--- src/rtl/hazard_ctrl.sv ---
// hazard_ctrl: load-use, branch-flush and multi-cycle matrix hold sequencing with stall/flush counters
module hazard_ctrl #(
  parameter int MTX_LAT = 4,
  parameter int CNT_W   = 32
) (
  input  logic             clk,
  input  logic             rst,
  input  logic [4:0]       id_rs1,
  input  logic [4:0]       id_rs2,
  input  logic             id_use_rs1,
  input  logic             id_use_rs2,
  input  logic [4:0]       ex_rd,
  input  logic             ex_mem_read,
  input  logic             ex_mtx_start,
  input  logic             ex_br_taken,
  output logic             ctrl_stall,
  output logic             pc_hold,
  output logic             if_id_hold,
  output logic             if_id_flush,
  output logic             ex_hold,
  output logic             mtx_busy,
  output logic [CNT_W-1:0] stall_cnt,
  output logic [CNT_W-1:0] flush_cnt
);
  typedef enum logic {IDLE, BUSY} state_t;
  state_t     state, state_nx;
  logic [3:0] cnt, cnt_nx;
  logic       lu, mh;
  always_comb begin
    lu = ex_mem_read && ex_rd != 5'd0 &&
         ((id_use_rs1 && id_rs1 == ex_rd) || (id_use_rs2 && id_rs2 == ex_rd));
    mh = (state == IDLE) ? ex_mtx_start : (cnt > 4'd1);
    state_nx = (state == IDLE) ? (ex_mtx_start ? BUSY : IDLE) : (cnt == 4'd1 ? IDLE : BUSY);
    cnt_nx = (state == IDLE) ? (ex_mtx_start ? 4'(MTX_LAT - 1) : cnt) : cnt - 4'd1;
    ex_hold = mh;
    pc_hold = mh || (!ex_br_taken && lu);
    if_id_hold = pc_hold;
    if_id_flush = !mh && ex_br_taken;
    ctrl_stall = !mh && (ex_br_taken || lu);
    mtx_busy = state == BUSY;
  end
  always_ff @(posedge clk or negedge rst) begin
    if (!rst) begin
      state <= IDLE;
      cnt <= 4'd0;
      stall_cnt <= '0;
      flush_cnt <= '0;
    end else begin
      state <= state_nx;
      cnt <= cnt_nx;
      stall_cnt <= stall_cnt + CNT_W'(pc_hold);
      flush_cnt <= flush_cnt + CNT_W'(if_id_flush);
    end
  end
endmodule

--- config.mk ---
export PLATFORM = sky130hd
export DESIGN_NAME = hazard_ctrl
export DESIGN_NICKNAME = d
export VERILOG_FILES = /design/src/rtl/hazard_ctrl.sv
export SDC_FILE = /design/constraint.sdc
export NUM_CORES = 1
export LEC_CHECK = 0
export CAP_MARGIN = 20
export CORE_MARGIN = 2
export CORE_UTILIZATION = 52
export CTS_CLUSTER_DIAMETER = 120
export DETAILED_ROUTE_END_ITERATION = 10
export PLACE_DENSITY = 0.86
export REMOVE_ABC_BUFFERS = 1
export SLEW_MARGIN = 20
export SYNTH_ARGS = -nofsm -noshare
export SYNTH_HDL_FRONTEND = slang
export SYNTH_SLANG_ARGS = --single-unit
--- constraint.sdc ---
create_clock -name clk -period 5.8 [get_ports clk]
set_input_delay 0.58 -clock clk [delete_from_list [all_inputs] [get_ports clk]]
set_output_delay 0.58 -clock clk [all_outputs]
set_load 0.03 [all_outputs]
==> results.json <==
{
  "status": "finished, final reports clean",
  "rows": 28,
  "clock_latency_ns": 0.34,
  "p_total_mw": 1.46,
  "cts.sinks": 69,
  "ys.flop_type": "dfrtp_1",
  "synth_edf_count": 0,
  "finClkSkew_ns": 0.0136,
  "whs_ns": 0.419,
  "cts_max_level": 3,
  "yosysSeqAreaShare_pct": 52.6,
  "cts-buffers-inserted": 9,
  "post-place-ws_ns": 1.96,
  "hold_violations": 0,
  "startpoint_type": "input port",
  "io_pins": 92,
  "rr_startpoint": "cnt[0]",
  "dp_hpwl_um": 5110,
  "via_per_inst": 5.54,
  "cp_max_fo": 3,
  "rsz0062_at_grt": "no",
  "ant_nets": 0,
  "cp-end-kind": "primary output",
  "tightestPinTransition_ns": 0.865,
  "synthTopCellsByCount": "dfrtp_1, xnor2_1, xor2_1",
  "cts_root_buf": "clkbuf_8",
  "netlist_area_um2": 3280,
  "die_area_um2": 6960,
  "crit_type": "input port to primary output",
  "total_leakage_power_nw": 1.96,
  "dr_total_vias": 2563,
  "yosysWarnings": 0,
  "final_util_pct": 73.9,
  "port_buffers": 91,
  "die_w_um": 83.4,
  "cts.hold.buffers_added": 0,
  "fp.coreArea_um2": 6030,
  "layout_setup_ws_ns": 2.21,
  "postCtsSetupBuffers": 0,
  "hold_path_class": "input port to asynchronous set/reset pin",
  "grt_antenna_before_repair": 0,
  "ys_async_sr_fraction_pct": 100,
  "synth_cell_types": 38,
  "start_util_pct": 54.5,
  "crit_arrival_ns": 3.01,
  "synth_area_leaders": "dfrtp_1, xnor2_1, xor2_1, nand3_1, nand4_1",
  "cts_tree": "yes",
  "fin_crit_ns": 3.59,
  "irDropWorstVdd_uv": 313,
  "drt_wl_total_um": 7180,
  "place_area_um2": 4260,
  "areaGrowthSynthToFinish_pct": 35.7,
  "place.gp.congestion": 0.860,
  "grt_pass1_wl_um": 12500,
  "rrSetupSlack_ns": 2.83,
  "fin_area_um2": 4450,
  "drt_iter0_drc": 115,
  "finalSetupTns_ns": 0,
  "final_max_slew_viol_count": 0,
  "synthCells": 286,
  "diodes": 0,
  "routedWlPerCell_um": 15.5,
  "r2r-end": "stall_cnt[28]",
  "firstDrtPassIters": 4,
  "grt_overflow_total": 0,
  "fillers": 441,
  "grt_start_max_net_pins": 70,
  "fmax_ghz": 0.279,
  "syn_avg_cell_area_um2": 11.5,
  "grt_pass1_vias": 2649,
  "num-nets-final": 411,
  "dp_cells": 447,
  "synth_top_area_share_pct": 52.6,
  "chipHeight_um": 83.4,
  "synth_top_area_cell": "dfrtp_1",
  "setup_viol": 0,
  "clk_pin_slew_ns": 0.08,
  "clk_path_buf_depth": 2,
  "drv_cap": 0,
  "cp.required_ns": 5.22,
  "fin_crit_sh_pct": 61.9,
  "grt.total_usage_pct": 22.0,
  "worstRegToRegCells": 11,
  "drc": 0,
  "p_per_area_nw_per_um2": 327,
  "ys_ff_latch": 69,
  "slew-limit-headroom_pct": 42.3,
  "cts_resized": 0,
  "layout-drive-gt1-share_pct": 8.51,
  "final_cells": 463,
  "synth_most_common_cell": "dfrtp_1"
}
==> cells in the final DEF (no fill, tap or decap), types with 2 or more instances in the layout <==
| cell | count |
|---|---|
| clkdlybuf4s50_1 | 90 |
| dfrtp_1 | 69 |
| xnor2_1 | 42 |
| xor2_1 | 28 |
| nand3_1 | 23 |
| nand4_1 | 18 |
| nand2_1 | 17 |
| nor2_1 | 9 |
| clkbuf_8 | 9 |
| and4_1 | 8 |
| inv_1 | 7 |
| and3_1 | 7 |
| nor4_1 | 7 |
| ha_1 | 6 |
| o21ai_0 | 5 |
| nor4_2 | 4 |
| nor3_1 | 4 |
| or2_2 | 2 |
| nand4_2 | 2 |
| nor3_2 | 2 |
| o31ai_1 | 2 |
| a21oi_1 | 2 |
| nor2b_1 | 2 |
| clkinv_2 | 2 |
| clkinvlp_4 | 2 |
==> routing by layer <==
metal / global-route usage [%] / vias to the layer above / routed length, um
met4: 8.06 / 0 / 108
met1: 27.2 / 1272 / 3130
met5: 0 / - / 0
met2: 35.9 / 78 / 3470
met3: 7.46 / 9 / 475
li1: - / 1204 / -
==> logic make-up after synthesis <==
kind of cell	count (synthesis)	share of synthesized area, %
compound gates	12	2.25
fa+ha+maj	6	2.29
flops	69	52.6
xor+xnor	70	18.7
buf+inv	13	1.64
simple gates	116	22.5
==> flip-flops by register name (all words and copies together) (netlist names) <==
name / cells
cnt: 4
flush_cnt: 32
mtx_busy: 1
stall_cnt: 32
==> area by class of cell <==
| cell class | instances | area, um2 | area share [%] |
|---|---|---|---|
| tap | 75 | 93.8 | 2.11 |
| clock inverter | 6 | 63.8 | 1.43 |
| clock buffer | 10 | 128 | 2.87 |
| multi-input combinational | 204 | 1500 | 33.7 |
| sequential | 69 | 1730 | 38.8 |
| timing repair buffer | 92 | 913 | 20.5 |
| inverter | 7 | 26.3 | 0.590 |
==> how the worst max path moves through the flow <==
stage                  start             to  slack, ns  cells after the start
floorplan           ex_rd[3]  stall_cnt[26]       1.64                     10
detailed placement  ex_rd[3]  stall_cnt[28]       1.96                     11
finish              ex_rd[3]        pc_hold       2.21                      6
global placement    ex_rd[3]  stall_cnt[26]       2.25                     11
CTS                 ex_rd[3]        pc_hold       2.21                      6
global route        ex_rd[3]  stall_cnt[28]       2.11                     11
==> critical path, cell delays in order <==
cell,delay (ns)
clkdlybuf4s50_1,0.47
xor2_1,0.19
nor4_1,0.33
a32oi_1,0.18
o31ai_1,0.49
clkdlybuf4s50_1,0.77
==> report_power, final <==
part,switching (mW),internal (mW),total [mW]
Clock,0.188,0.198,0.386
Combinational,0.263,0.196,0.459
Sequential,0.0714,0.541,0.612
No activity file was read; power rests on OpenSTA's default activity.
